[config.mk]
export PLATFORM = sky130hd
export DESIGN_NAME = ld3320_result_dispatch_flat
export DESIGN_NICKNAME = d
export VERILOG_FILES = /design/src/rtl/ld3320_result_dispatch_if.sv /design/src/rtl/ld3320_result_dispatch.sv /design/src/flat_wrapper.sv
export SDC_FILE = /design/constraint.sdc
export NUM_CORES = 1
export LEC_CHECK = 0
export BUFFER_PORTS_ARGS = -buffer_cell sky130_fd_sc_hd__buf_2
export CAP_MARGIN = 20
export CELL_PAD_IN_SITES_DETAIL_PLACEMENT = 2
export CELL_PAD_IN_SITES_GLOBAL_PLACEMENT = 2
export CORE_MARGIN = 2
export CORE_UTILIZATION = 38
export DETAILED_ROUTE_END_ITERATION = 8
export PLACE_DENSITY_LB_ADDON = 0.1
export SLEW_MARGIN = 40
export SYNTH_ARGS = -nofsm -noshare
export SYNTH_HDL_FRONTEND = slang
export SYNTH_SLANG_ARGS = --single-unit
[constraint.sdc]
create_clock -name sys_clk -period 3.1 [get_ports sys_clk]
set_input_delay 0.31 -clock sys_clk [delete_from_list [all_inputs] [get_ports sys_clk]]
set_output_delay 0.31 -clock sys_clk [all_outputs]
set_load 0.05 [all_outputs]
[src/rtl/ld3320_result_dispatch_if.sv]
// Handshake bundle between the LD3320 recognizer, the result dispatcher and the command consumer.
// The master side is the environment: it presents results and accepts commands.
interface ld3320_result_dispatch_if;
    logic       result_ready;
    logic [7:0] result_code;
    logic       cmd_valid;
    logic [7:0] cmd_code;
    logic       cmd_ready;

    modport master (
        output result_ready,
        output result_code,
        output cmd_ready,
        input  cmd_valid,
        input  cmd_code
    );

    modport slave (
        input  result_ready,
        input  result_code,
        input  cmd_ready,
        output cmd_valid,
        output cmd_code
    );
endinterface

[src/rtl/ld3320_result_dispatch.sv]
// Filters LD3320 recognition results into a 4-deep command FIFO with range checking,
// repeat suppression, a one-hot LED display of dispatched commands and event counters.
module ld3320_result_dispatch #(
    parameter int NUM_CMDS  = 8,
    parameter int GUARD_CYC = 1000,
    parameter int LED_HOLD  = 5000
) (
    input  logic                        sys_clk,
    input  logic                        sys_rst,
    ld3320_result_dispatch_if.slave     bus,
    output logic [7:0]                  led,
    output logic                        err_pulse,
    output logic                        dup_pulse,
    output logic [7:0]                  accept_cnt,
    output logic [7:0]                  reject_cnt
);

    localparam int GW = $clog2(GUARD_CYC + 1);
    localparam int HW = $clog2(LED_HOLD + 1);
    localparam logic [7:0]    NUM_CMDS_C = 8'(NUM_CMDS);
    localparam logic [GW-1:0] GUARD_LOAD = GW'(GUARD_CYC);
    localparam logic [HW-1:0] HOLD_LOAD  = HW'(LED_HOLD - 1);

    typedef enum logic [0:0] {
        LED_IDLE = 1'b0,
        LED_SHOW = 1'b1
    } led_state_t;

    function automatic logic [7:0] sat_inc(input logic [7:0] v);
        if (v == 8'hFF) begin
            return v;
        end else begin
            return v + 8'd1;
        end
    endfunction

    logic          rdy_prev_r;
    logic [7:0]    mem_r [4];
    logic [1:0]    wr_ptr_r;
    logic [1:0]    rd_ptr_r;
    logic [2:0]    count_r;
    logic [7:0]    last_code_r;
    logic          last_valid_r;
    logic [GW-1:0] guard_r;
    logic          cmd_valid_r;
    logic [7:0]    cmd_code_r;
    logic          err_r;
    logic          dup_r;
    logic [7:0]    acc_r;
    logic [7:0]    rej_r;
    led_state_t    state_r;
    logic [HW-1:0] hold_r;
    logic [7:0]    led_r;

    logic          event_s;
    logic          oor_s;
    logic          dup_s;
    logic          pop_s;
    logic          ovf_s;
    logic          push_s;
    logic [2:0]    count_nxt_s;
    logic [1:0]    rd_ptr_nxt_s;
    logic [7:0]    head_nxt_s;
    led_state_t    state_nxt_s;
    logic [HW-1:0] hold_nxt_s;
    logic [7:0]    led_nxt_s;

    // Classify a rising result_ready: range, then repeat, then FIFO room.
    always_comb begin
        event_s = bus.result_ready & ~rdy_prev_r;
        oor_s   = (bus.result_code >= NUM_CMDS_C);
        dup_s   = last_valid_r && (bus.result_code == last_code_r) && (guard_r != '0);
        pop_s   = cmd_valid_r & bus.cmd_ready;
        ovf_s   = (count_r == 3'd4) && !pop_s;
        push_s  = event_s && !oor_s && !dup_s && !ovf_s;
    end

    // Next occupancy, read pointer and head; a push into a slot that becomes the head bypasses memory.
    always_comb begin
        count_nxt_s  = count_r;
        rd_ptr_nxt_s = rd_ptr_r;
        head_nxt_s   = 8'd0;
        if (push_s && !pop_s) begin
            count_nxt_s = count_r + 3'd1;
        end else if (!push_s && pop_s) begin
            count_nxt_s = count_r - 3'd1;
        end else begin
            count_nxt_s = count_r;
        end
        if (pop_s) begin
            rd_ptr_nxt_s = rd_ptr_r + 2'd1;
        end else begin
            rd_ptr_nxt_s = rd_ptr_r;
        end
        if (count_nxt_s == 3'd0) begin
            head_nxt_s = 8'd0;
        end else if (push_s && (wr_ptr_r == rd_ptr_nxt_s)) begin
            head_nxt_s = bus.result_code;
        end else begin
            head_nxt_s = mem_r[rd_ptr_nxt_s];
        end
    end

    // FIFO storage, pointers and registered head presentation.
    always_ff @(posedge sys_clk) begin
        if (sys_rst) begin
            for (int i = 0; i < 4; i++) begin
                mem_r[i] <= 8'd0;
            end
            wr_ptr_r    <= 2'd0;
            rd_ptr_r    <= 2'd0;
            count_r     <= 3'd0;
            cmd_valid_r <= 1'b0;
            cmd_code_r  <= 8'd0;
        end else begin
            if (push_s) begin
                mem_r[wr_ptr_r] <= bus.result_code;
                wr_ptr_r        <= wr_ptr_r + 2'd1;
            end
            rd_ptr_r    <= rd_ptr_nxt_s;
            count_r     <= count_nxt_s;
            cmd_valid_r <= (count_nxt_s != 3'd0);
            cmd_code_r  <= head_nxt_s;
        end
    end

    // Edge detector, repeat guard, pulses and saturating counters.
    always_ff @(posedge sys_clk) begin
        if (sys_rst) begin
            rdy_prev_r   <= 1'b1;
            last_code_r  <= 8'd0;
            last_valid_r <= 1'b0;
            guard_r      <= '0;
            err_r        <= 1'b0;
            dup_r        <= 1'b0;
            acc_r        <= 8'd0;
            rej_r        <= 8'd0;
        end else begin
            rdy_prev_r <= bus.result_ready;
            if (push_s) begin
                last_code_r  <= bus.result_code;
                last_valid_r <= 1'b1;
                guard_r      <= GUARD_LOAD;
            end else if (guard_r != '0) begin
                guard_r <= guard_r - GW'(1);
            end
            err_r <= event_s && (oor_s || (!dup_s && ovf_s));
            dup_r <= event_s && !oor_s && dup_s;
            if (push_s) begin
                acc_r <= sat_inc(acc_r);
            end
            if (event_s && !push_s) begin
                rej_r <= sat_inc(rej_r);
            end
        end
    end

    // LED FSM state register.
    always_ff @(posedge sys_clk) begin
        if (sys_rst) begin
            state_r <= LED_IDLE;
            hold_r  <= '0;
            led_r   <= 8'd0;
        end else begin
            state_r <= state_nxt_s;
            hold_r  <= hold_nxt_s;
            led_r   <= led_nxt_s;
        end
    end

    // LED FSM next state: every pop (re)starts the hold window with the popped code.
    always_comb begin
        state_nxt_s = state_r;
        hold_nxt_s  = hold_r;
        led_nxt_s   = led_r;
        case (state_r)
            LED_IDLE: begin
                if (pop_s) begin
                    state_nxt_s = LED_SHOW;
                    hold_nxt_s  = HOLD_LOAD;
                    led_nxt_s   = 8'd1 << cmd_code_r[2:0];
                end else begin
                    led_nxt_s = 8'd0;
                end
            end
            LED_SHOW: begin
                if (pop_s) begin
                    hold_nxt_s = HOLD_LOAD;
                    led_nxt_s  = 8'd1 << cmd_code_r[2:0];
                end else if (hold_r == '0) begin
                    state_nxt_s = LED_IDLE;
                    led_nxt_s   = 8'd0;
                end else begin
                    hold_nxt_s = hold_r - HW'(1);
                end
            end
            default: begin
                state_nxt_s = LED_IDLE;
                hold_nxt_s  = '0;
                led_nxt_s   = 8'd0;
            end
        endcase
    end

    assign bus.cmd_valid = cmd_valid_r;
    assign bus.cmd_code  = cmd_code_r;
    assign led           = led_r;
    assign err_pulse     = err_r;
    assign dup_pulse     = dup_r;
    assign accept_cnt    = acc_r;
    assign reject_cnt    = rej_r;

endmodule

[src/flat_wrapper.sv]
// flat-port wrapper written by rule: the top's interface ports become plain ports
module ld3320_result_dispatch_flat 
#(
    parameter int NUM_CMDS  = 8,
    parameter int GUARD_CYC = 1000,
    parameter int LED_HOLD  = 5000
)
  (sys_clk, sys_rst, led, err_pulse, dup_pulse, accept_cnt, reject_cnt, bus_result_ready, bus_result_code, bus_cmd_ready, bus_cmd_valid, bus_cmd_code);
  ld3320_result_dispatch_if bus_i ();
  input  logic sys_clk;
  input  logic sys_rst;
  output logic [7:0] led;
  output logic err_pulse;
  output logic dup_pulse;
  output logic [7:0] accept_cnt;
  output logic [7:0] reject_cnt;
  input wire logic [$bits(bus_i.result_ready)-1:0] bus_result_ready;
  input wire logic [$bits(bus_i.result_code)-1:0] bus_result_code;
  input wire logic [$bits(bus_i.cmd_ready)-1:0] bus_cmd_ready;
  output wire logic [$bits(bus_i.cmd_valid)-1:0] bus_cmd_valid;
  output wire logic [$bits(bus_i.cmd_code)-1:0] bus_cmd_code;
  assign bus_i.result_ready = bus_result_ready;
  assign bus_i.result_code = bus_result_code;
  assign bus_i.cmd_ready = bus_cmd_ready;
  assign bus_cmd_valid = bus_i.cmd_valid;
  assign bus_cmd_code = bus_i.cmd_code;
  ld3320_result_dispatch #(.NUM_CMDS(NUM_CMDS), .GUARD_CYC(GUARD_CYC), .LED_HOLD(LED_HOLD)) u_core (.sys_clk(sys_clk), .sys_rst(sys_rst), .bus(bus_i), .led(led), .err_pulse(err_pulse), .dup_pulse(dup_pulse), .accept_cnt(accept_cnt), .reject_cnt(reject_cnt));
endmodule
==> results of run 1 <==
## sequential cells by signal, indices dropped and copies added, names as in the netlist
name,cells
u_core.hold_r,13
u_core.bus.cmd_code,8
u_core.bus.cmd_valid,1
u_core.reject_cnt,8
u_core.last_valid_r,1
u_core.wr_ptr_r,2
u_core.rd_ptr_r,2
u_core.last_code_r,8
u_core.err_pulse,1
u_core.dup_pulse,1
u_core.count_r,3
u_core.led,8
u_core.state_r,1
u_core.guard_r,10
u_core.rdy_prev_r,1
u_core.mem_r,32
u_core.accept_cnt,8
## cell usage after synthesis (10+ instances only)
cell type | instances | share of area, %
xor2_1 | 11 | 2.0
a21oi_1 | 29 | 3.0
mux2i_1 | 14 | 2.9
nand4_1 | 11 | 1.4
and3_1 | 11 | 1.4
nand2_1 | 35 | 2.7
inv_1 | 19 | 1.5
nor2_1 | 55 | 4.2
xnor2_1 | 25 | 4.5
and2_1 | 10 | 1.3
dfxtp_1 | 76 | 31
edfxtp_1 | 32 | 20
clkbuf_1 | 12 | 0.92
nand3_1 | 17 | 1.7
## stage by stage
stage | utilization [%] | cells | setup slack, ns
6_report | 45.5 | 738 | 0.424
5_1_grt | 45.5 | 738 | 0.241
4_1_cts | 45.5 | 738 | 0.380
3_5_place_dp | 43.2 | 722 | 0.435
3_3_place_gp | 43.2 | 722 | 0.562
2_1_floorplan | - | 508 | 0.410
## worst max path at each step
stage / start / endpoint / slack [ns] / cells past startpoint
3_3_place_gp: u_core.guard_r[0] / u_core.bus.cmd_code[6] / 0.56 / 8
3_5_place_dp: u_core.guard_r[0] / u_core.bus.cmd_code[4] / 0.43 / 8
4_1_cts: u_core.guard_r[0] / u_core.bus.cmd_code[4] / 0.38 / 8
6_report: u_core.guard_r[0] / u_core.bus.cmd_code[4] / 0.42 / 8
5_1_grt: u_core.guard_r[0] / u_core.bus.cmd_code[7] / 0.24 / 8
2_1_floorplan: u_core.bus.cmd_valid / u_core.mem_r[3][0] / 0.41 / 5
## placed cells by master, fill, tap and decap left out, types with 4 or more instances in the layout
cell | netlist | layout
nor2b_1 | 4 | 4
a21oi_1 | 29 | 29
conb_1 | 1 | 20
xor2_1 | 11 | 11
a32oi_1 | 4 | 4
nor2_1 | 55 | 55
o21ai_0 | 6 | 6
or2_2 | 4 | 4
xnor2_1 | 25 | 25
nand3_1 | 17 | 17
buf_2 | 4 | 46
inv_1 | 19 | 19
mux2i_1 | 14 | 14
nand4_1 | 11 | 11
or3_1 | 8 | 8
nand2b_1 | 5 | 5
nor3_1 | 9 | 9
nand2_1 | 35 | 35
and2_1 | 10 | 10
ha_1 | 8 | 8
dfxtp_1 | 76 | 76
a211oi_1 | 6 | 6
and3_1 | 11 | 11
a22oi_1 | 4 | 4
nand3b_1 | 4 | 4
buf_4 | 0 | 15
edfxtp_1 | 32 | 32
a21o_1 | 4 | 4
o22ai_1 | 5 | 5
clkbuf_16 | 0 | 9
or4_1 | 9 | 9
## cells by family after synthesis
logic type | after synthesis
other | 1
muxes | 17
buffers and inverters | 38
DFF | 108
AOI/OAI and AO/OA | 80
xor gates and xnor gates | 37
adders and majority gates | 8
and+or+nand+nor | 200
## area by class of cell
class                           instances  area (µm²)  area share (%)
Sequential cell                       108        2480            43.2
Inverter                               19        71.3            1.24
Clock buffer                            9         225            3.92
Multi-Input combinational cell        362        2340            40.7
Clock inverter                          7        71.3            1.24
Timing Repair Buffer                   61         343            5.96
Tap cell                              172         215            3.74
## per-layer routing
metal / vias up / global-route usage (%) / wire, µm
met5: - / 0 / 0
met4: 0 / 4.52 / 140
met3: 10 / 4.89 / 365
met2: 52 / 34.9 / 6630
met1: 1929 / 24.3 / 5770
li1: 1874 / - / -
## power groups by stage
stage / Combinational, mW / Clock, mW / Sequential (mW)
2_1_floorplan: 0.949 / 0 / 1.99
3_3_place_gp: 1.45 / 0 / 1.86
3_5_place_dp: 1.52 / 0 / 1.87
4_1_cts: 1.55 / 1.18 / 1.84
5_1_grt: 1.70 / 1.24 / 1.87
6_report: 1.52 / 1.15 / 1.84
==> out/qor.yml, run 1 <==
status: "finished clean"
cts_root_buf: "clkbuf_16"
synth-xor-area-share_pct: 6.75
first_global_vias: 4181
grt_max_degree: 30
dieArea_um2: 13900
critical_path_buf_inv_count: 1
finalMaxSlewViolations: 0
fin_total_pwr_mw: 4.51
synth_compound_area_share_pct: 11.4
coreArea_um2: 12600
fin_crit_sh_pct: 86.3
holdBufCountCts: 0
area_delta_synth_final_pct: 17.0
path_clk_slew_ns: 0.08
async_flop_share_pct: 0
rsz0062_at_grt: "no"
setup_viol: 0
cts_tree: "yes"
end_kind: "register"
r2r-start: "u_core.guard_r[0]"
synth-main-ff-cell: "dfxtp_1"
r2r_end: "u_core.bus.cmd_code[4]"
netlist_area_um2: 4910
antenna_found_initial: 0
synth-seq-area-share_pct: 50.5
ctsHtreeMaxLevel: 3
wl_per_cell_um: 17.5
crit_fanout: 13
clk_latency_ns: 0.36
p_int_mw: 2.80
n_fill_cell: 1411
stdcell_area_um2: 5750
hp-start: "bus_result_ready"
p_per_area_nw_per_um2: 784
routed_via_density: 5.24
synth_top_family_by_area: "simple AND/OR/NAND/NOR gates"
die_w_um: 118
ios: 47
holdPathEnd: "u_core.rdy_prev_r"
drc: 0
critical_path_class: "register to register"
worst_slew_pin_slew_ns: 0.771
hp-class: "primary input to register"
cts_buffer_depth: 2
drive_gt1_share_pct: 17.7
vias: 3865
port_buffers: 46
layout_min_cycle_time_ns: 2.68
fmax_mhz: 374
synth-seq-cells: 108
synthMuxAreaShare_pct: 3.85
p_leak_nw: 2.32
cpLargestDelayFamily: "simple AND/OR/NAND/NOR gates"
synth_fa_ha_area_share_pct: 2.04
cts.repair.resized: 0
relSlewSlack_pct: 48.6
synth.avg_cell_area_um2: 10.0
seq_power_share_pct: 40.8
worstHoldPathCells: 2
synth_edf_count: 32
dpl-instance-area_um2: 5450
gr-usage-all-layers_pct: 19.8
max_cap_violations: 0
pwr-share-clk_pct: 25.4
synth-simple-area-share_pct: 22.1
ir_drop_mv: 0.517
cp.arrival_ns: 2.98
start_util_pct: 38.9
post_cts_buffers: 0
fp-row-count: 41
gp_congestion: 0.767
swShare_pct: 37.8
slowest_stage: "o41a_4"
yosys_warnings: 0
grt_pass1_wl_um: 21900
p_sw_mw: 1.70
start_kind: "register"
drt_first_iter_violations: 140
r2r_cells: 8
finClkSkew_ns: 0.00883
p_comb_share_pct: 33.8
wirelength_um: 12900
post_synth_num_cell_types: 63
crit_required_ns: 3.40
path_cells: "inv_1, ha_1, nor4b_2, nor3b_4, o41a_4, or4_1, a41oi_2, and2_1"
timing.hold.ws_ns: 0.154
clock_sinks: 108
dp_hpwl_um: 9590
fp.dieH_um: 118
syn_inst: 489
cts_made_buffers: 9
fin_nets: 581
finalHoldViolCount: 0
first_pass_iters: 4
fin_tns_setup_ns: 0
ant_nets: 0
cp_slowest_stage_delay_ns: 0.60
r2r_slack_ns: 0.42
n_antenna_cell: 0
grt_overflow: 0
Note: power is estimated with default switching activity, not from simulation.
==> run 2, diff against run 1 <==
- CELL_PAD_IN_SITES_DETAIL_PLACEMENT: 2 -> 1
==> run 2 against run 1 <==
  * Non-clock buffer count unchanged
  * Die area stayed put
  * Sequential cell count did not move
  * Via count shrank 2.9%
  * First-iteration DRC count shrank 27%
  * Critical endpoint unchanged
==> out/qor.yml, run 2 (synthesis results as in run 1) <==
ctsHtreeMaxLevel: 3  # unchanged
cts_tree: "yes"  # unchanged
relSlewSlack_pct: 48.3  # was 48.6%
fin_tns_setup_ns: 0  # unchanged
finalMaxSlewViolations: 0  # unchanged
dp_hpwl_um: 8420  # was 9590 µm
seq_power_share_pct: 41.4  # was 40.8%
ant_nets: 0  # unchanged
p_int_mw: 2.80  # about the same
start_kind: "register"  # unchanged
n_fill_cell: 1474  # was 1411
top_usage_layer: "met2"  # unchanged
clk_latency_ns: 0.35  # was 0.36 ns
cts_root_buf: "clkbuf_16"  # unchanged
crit_required_ns: 3.40  # about the same
drt_first_iter_violations: 102  # was 140
first_global_vias: 3896  # was 4181
rsz0062_at_grt: "no"  # unchanged
start_util_pct: 38.9  # unchanged
cts_made_buffers: 9  # unchanged
fp.dieH_um: 118  # unchanged
grt_overflow: 0  # unchanged
path_cells: "inv_1, ha_1, nor4b_2, nor3b_4, o41a_4, or4_1, a41oi_2, and2_1"  # unchanged
largest_reg_flops: 32  # unchanged
ir_drop_mv: 0.329  # was 0.517 mV
cts_buffer_depth: 2  # unchanged
finalHoldViolCount: 0  # unchanged
final_common_cell: "dfxtp_1"  # unchanged
final.setup.worst_slack_ns: 0.481  # was 0.424 ns
p_leak_nw: 2.32  # about the same
use_met3_pct: 2.91  # was 4.89%
multi_input_area_um2: 2340  # unchanged
crit_fanout: 13  # unchanged
port_buffers: 46  # unchanged
cts.repair.resized: 0  # unchanged
gr-usage-met2_pct: 28.3  # was 34.9%
clock_sinks: 108  # unchanged
largest-register: "u_core.mem_r"  # unchanged
pwr-share-clk_pct: 25.4  # about the same
dieArea_um2: 13900  # unchanged
end_kind: "register"  # unchanged
grt_use_met1_pct: 22.2  # was 24.3%
holdBufCountCts: 0  # unchanged
drc: 0  # unchanged
wirelength_um: 11300  # was 12900 µm
final_cell_mix: "76 x dfxtp_1, 55 x nor2_1, 46 x buf_2"  # unchanged
vias: 3752  # was 3865
slowest_stage: "o41a_4"  # unchanged
dp_slack_ns: 0.482  # was 0.435 ns
gp_congestion: 0.767  # unchanged
area_delta_synth_final_pct: 16.9  # was 17.0%
wl_per_cell_um: 15.4  # was 17.5 µm
p_sw_mw: 1.63  # was 1.70 mW
path_clk_slew_ns: 0.07  # was 0.08 ns
fin_crit_sh_pct: 84.5  # was 86.3%
status: "finished clean"  # unchanged
coreArea_um2: 12600  # unchanged
worst_slew_pin_slew_ns: 0.775  # was 0.771 ns
cp_slowest_stage_delay_ns: 0.60  # about the same
routed_via_density: 5.08  # was 5.24
finClkSkew_ns: 0.00386  # was 0.00883 ns
finish.utilization_pct: 45.5  # about the same
fmax_mhz: 382  # was 374 MHz
max_cap_violations: 0  # unchanged
post_cts_buffers: 0  # unchanged
n_antenna_cell: 0  # unchanged
fp-row-count: 41  # unchanged
fin_nets: 581  # unchanged
ios: 47  # unchanged
setup_viol: 0  # unchanged
gr-usage-all-layers_pct: 17.1  # was 19.8%
reg_top3: "u_core.mem_r (32), u_core.hold_r (13), u_core.guard_r (10)"  # unchanged
antenna_found_initial: 0  # unchanged
p_comb_share_pct: 33.2  # was 33.8%
hp-class: "primary input to register"  # unchanged
swShare_pct: 36.8  # was 37.8%
critical_path_class: "register to register"  # unchanged
drive_gt1_share_pct: 17.7  # unchanged
first_pass_iters: 4  # unchanged
seqCellArea_um2: 2480  # unchanged
die_w_um: 118  # unchanged
grt_max_degree: 30  # unchanged
p_per_area_nw_per_um2: 771  # was 784 nW/µm²
cp.arrival_ns: 2.92  # was 2.98 ns
grt_pass1_wl_um: 19100  # was 21900 µm
layout_min_cycle_time_ns: 2.62  # was 2.68 ns
==> run 2: cell count changes in the layout (fill, tap and decap cells not counted) <==
cell / before / now
clkinv_4: 2 / 3
inv_8: 1 / 0
==> run 2: through the flow <==
| stage | std cells | total power [mW] | area (µm²) | hold slack [ns] |
|---|---|---|---|---|
| 4_1_cts | 738 | 4.50 | 5750 | 0.145 |
| 3_3_place_gp | 722 | 3.32 | 5450 | 0.455 |
| 2_1_floorplan | 508 | 2.94 | 4980 | 0.417 |
| 3_5_place_dp | 722 | 3.34 | 5450 | 0.462 |
| 6_report | 738 | 4.43 | 5750 | 0.163 |
| 5_1_grt | 738 | 4.74 | 5750 | 0.157 |
==> run 2: path summary, 6_finish.rpt <==
check                    start  slack [ns]                      to  cells after the start
max          u_core.guard_r[0]        0.48  u_core.bus.cmd_code[4]                      8
min           bus_result_ready        0.16       u_core.rdy_prev_r                      2
max reg2reg  u_core.guard_r[0]        0.48  u_core.bus.cmd_code[4]                      8
min reg2reg      u_core.led[7]        0.47           u_core.led[7]                      2
==> run 2: area by class of cell <==
type / count / share of cell area [%]
repair buffers: 61 / 5.97
clock inverters: 7 / 1.20
multi-input cells: 362 / 40.7
clock buffers: 9 / 3.92
inverters: 19 / 1.24
flip-flops and latches: 108 / 43.2
well taps: 172 / 3.75
==> run 2: metal layers <==
layer | part of all wire (%) | vias to the layer above
li1 | - | 1873
met1 | 48 | 1829
met2 | 48 | 40
met3 | 2.5 | 10
met4 | 1.6 | 0
met5 | 0 | -
==> run 2: power groups by stage <==
stage	logic [mW]	clock network [mW]	registers, mW
after floorplan	0.949	0	1.99
after global placement	1.45	0	1.86
after global routing	1.64	1.23	1.86
final	1.47	1.13	1.83
after CTS	1.49	1.18	1.84
after detailed placement	1.48	0	1.87
==> run 2: worst max-delay path, delay by kind of cell, from the launching register on <==
kind,cells,cell delay (ns)
AO/OA/AOI/OAI,2,0.93
AND/OR/NAND/NOR,4,1.01
flip-flops,1,0.33
adder cells (fa/ha/maj),1,0.20
buffers and inverters,1,0.08
==> run 3, diff against run 2 <==
- CORE_UTILIZATION: 38 -> 34
- clock period: 3.1 -> 2.3 ns (I/O delays scaled with it)
==> run 3 against run 2 <==
  * The flow now finishes with violations (setup timing)
  * Power is 46% higher
  * Clock skew is 0.0035 ns higher
  * Sequential power is 35% higher
  * Utilization is 0.88 points lower
  * Final area is 8.7% higher
  * Largest power group unchanged
  * Fmax is 11% higher
  * Critical path type unchanged
==> out/qor.yml, run 3 (synthesis results as in run 1) <==
gr-usage-all-layers_pct: 17.5  # was 17.1%
r2r_end: "u_core.mem_r[0][5]"  # was u_core.bus.cmd_code[4]
fin_nets: 615  # was 581
first_pass_iters: 4  # unchanged
vias: 3976  # was 3752
hp-class: "primary input to register"  # unchanged
area_delta_synth_final_pct: 27.1  # was 16.9%
finalHoldViolCount: 0  # unchanged
fp-row-count: 43  # was 41
gp_congestion: 0.779  # was 0.767
failed_checks: "setup timing"
start_kind: "register"  # unchanged
ios: 47  # unchanged
worst_slew_pin_slew_ns: 0.718  # was 0.775 ns
path_cells: "or4_4, nor3b_4, o41a_4, buf_4, nand2_4, o31ai_4, buf_12"  # was inv_1, ha_1, nor4b_2, nor3b_4, o41a_4, or4_1, a41oi_2, and2_1
cp.arrival_ns: 2.43  # was 2.92 ns
first_global_vias: 4144  # was 3896
path_clk_slew_ns: 0.07  # about the same
fin_total_pwr_mw: 6.45  # was 4.43 mW
cts_made_buffers: 9  # unchanged
final_common_cell: "dfxtp_1"  # unchanged
finalMaxSlewViolations: 0  # unchanged
grt_max_degree: 19  # was 30
ctsHtreeMaxLevel: 3  # unchanged
ant_nets: 0  # unchanged
r2r_slack_ns: -0.05  # was 0.48 ns
start_util_pct: 35.1  # was 38.9%
fp.dieH_um: 124  # was 118 µm
drive_gt1_share_pct: 26.0  # was 17.7%
holdBufCountCts: 0  # unchanged
grt_overflow: 0  # unchanged
slowest_stage: "or4_4"  # was o41a_4
ir_drop_mv: 0.429  # was 0.329 mV
end_kind: "register"  # unchanged
crit_required_ns: 2.38  # was 3.40 ns
relSlewSlack_pct: 51.8  # was 48.3%
largest-register: "u_core.mem_r"  # unchanged
crit_fanout: 8  # was 13
cp_slowest_stage_delay_ns: 0.55  # was 0.60 ns
clk_latency_ns: 0.36  # was 0.35 ns
holdPathEnd: "u_core.rdy_prev_r"  # unchanged
layout.cells.non_filler: 780  # was 738
clock_sinks: 108  # unchanged
routed_via_density: 5.10  # was 5.08
cts_tree: "yes"  # unchanged
cts_root_buf: "clkbuf_16"  # unchanged
drc: 0  # unchanged
max_cap_violations: 0  # unchanged
grt_pass1_wl_um: 21800  # was 19100 µm
dp_hpwl_um: 9730  # was 8420 µm
die_w_um: 124  # was 118 µm
placed_cells: 759  # was 722
final.setup.worst_slack_ns: -0.0496  # was 0.481 ns
final_cell_mix: "71 x dfxtp_1, 55 x nor2_1, 46 x buf_2"  # was 76 x dfxtp_1, 55 x nor2_1, 46 x buf_2
hp-start: "bus_result_ready"  # unchanged
setup_viol: 12  # was 0
coreArea_um2: 14000  # was 12600 µm²
largest_reg_flops: 32  # unchanged
drt_first_iter_violations: 149  # was 102
wl_per_cell_um: 16.6  # was 15.4 µm
antenna_found_initial: 0  # unchanged
rsz0062_at_grt: "yes"  # was no
fin_crit_sh_pct: 102  # was 84.5%
cts_buffer_depth: 2  # unchanged
p_leak_nw: 2.56  # was 2.32 nW
worstHoldPathCells: 2  # unchanged
fin_tns_setup_ns: -0.437  # was 0 ns
fmax_mhz: 426  # was 382 MHz
n_antenna_cell: 0  # unchanged
layout_min_cycle_time_ns: 2.35  # was 2.62 ns
reg_top3: "u_core.mem_r (32), u_core.hold_r (13), u_core.guard_r (10)"  # unchanged
dieArea_um2: 15400  # was 13900 µm²
status: "finished, violations left"  # was finished clean
wirelength_um: 12900  # was 11300 µm
port_buffers: 46  # unchanged
r2r-start: "u_core.guard_r[5]"  # was u_core.guard_r[0]
finClkSkew_ns: 0.00740  # was 0.00386 ns
r2r_cells: 7  # was 8
p_per_area_nw_per_um2: 1030  # was 771 nW/µm²
critical_path_class: "register to register"  # unchanged
run 3: how the worst max path moves through the flow:
stage	from	end	slack (ns)	cells past startpoint
after global routing	u_core.guard_r[5]	u_core.mem_r[0][0]	-0.11	7
final	u_core.guard_r[5]	u_core.mem_r[0][5]	-0.05	7
after CTS	u_core.guard_r[5]	u_core.bus.cmd_code[4]	-0.08	6
after global placement	u_core.guard_r[1]	u_core.bus.cmd_code[4]	-0.009	8
after floorplan	u_core.guard_r[7]	u_core.mem_r[0][0]	-0.14	7
after detailed placement	u_core.guard_r[1]	u_core.bus.cmd_code[4]	-0.11	8
run 3: per-layer routing:
layer	track usage [%]	wire length (µm)
met5	0	0
met4	4.56	161
met3	4.60	452
met2	29.0	6200
met1	22.6	6130
run 3: timing repair:
item,CTS,global route
buffers inserted,3,2
pin swaps,8,18
setup endpoints to repair,11,45
gates resized for setup,14,16
run 3: power by group:
group          internal [mW]  switching (mW)
Combinational           1.05            1.35
Sequential              2.24           0.234
Clock                  0.873           0.710
Total                   4.16            2.29
run 3: critical path: cells and delay by family (launching register included):
kind,cells,cell delay (ns)
buf+inv,2,0.30
flops,1,0.32
simple gates,3,0.93
compound gates,2,0.52
run 3: layout make-up:
| class | count | area (µm²) |
|---|---|---|
| sequential | 108 | 2490 |
| clock inverter | 6 | 62.6 |
| clock buffer | 10 | 239 |
| timing repair buffer | 95 | 664 |
| tap | 180 | 225 |
| inverter | 19 | 71.3 |
| multi-input combinational | 362 | 2490 |
| fill | 1601 | 7740 |
run 3: through the flow:
| step | setup WS [ns] | utilization [%] | area [µm²] | hold WS [ns] |
|---|---|---|---|---|
| after floorplan | -0.137 | - | 5030 | 0.337 |
| after global placement | -0.00869 | 41.3 | 5780 | 0.433 |
| after detailed placement | -0.114 | 41.3 | 5780 | 0.441 |
| after CTS | -0.0777 | 44.1 | 6170 | 0.0635 |
| after global routing | -0.106 | 44.7 | 6250 | 0.0680 |
| final | -0.0496 | 44.7 | 6250 | 0.0764 |
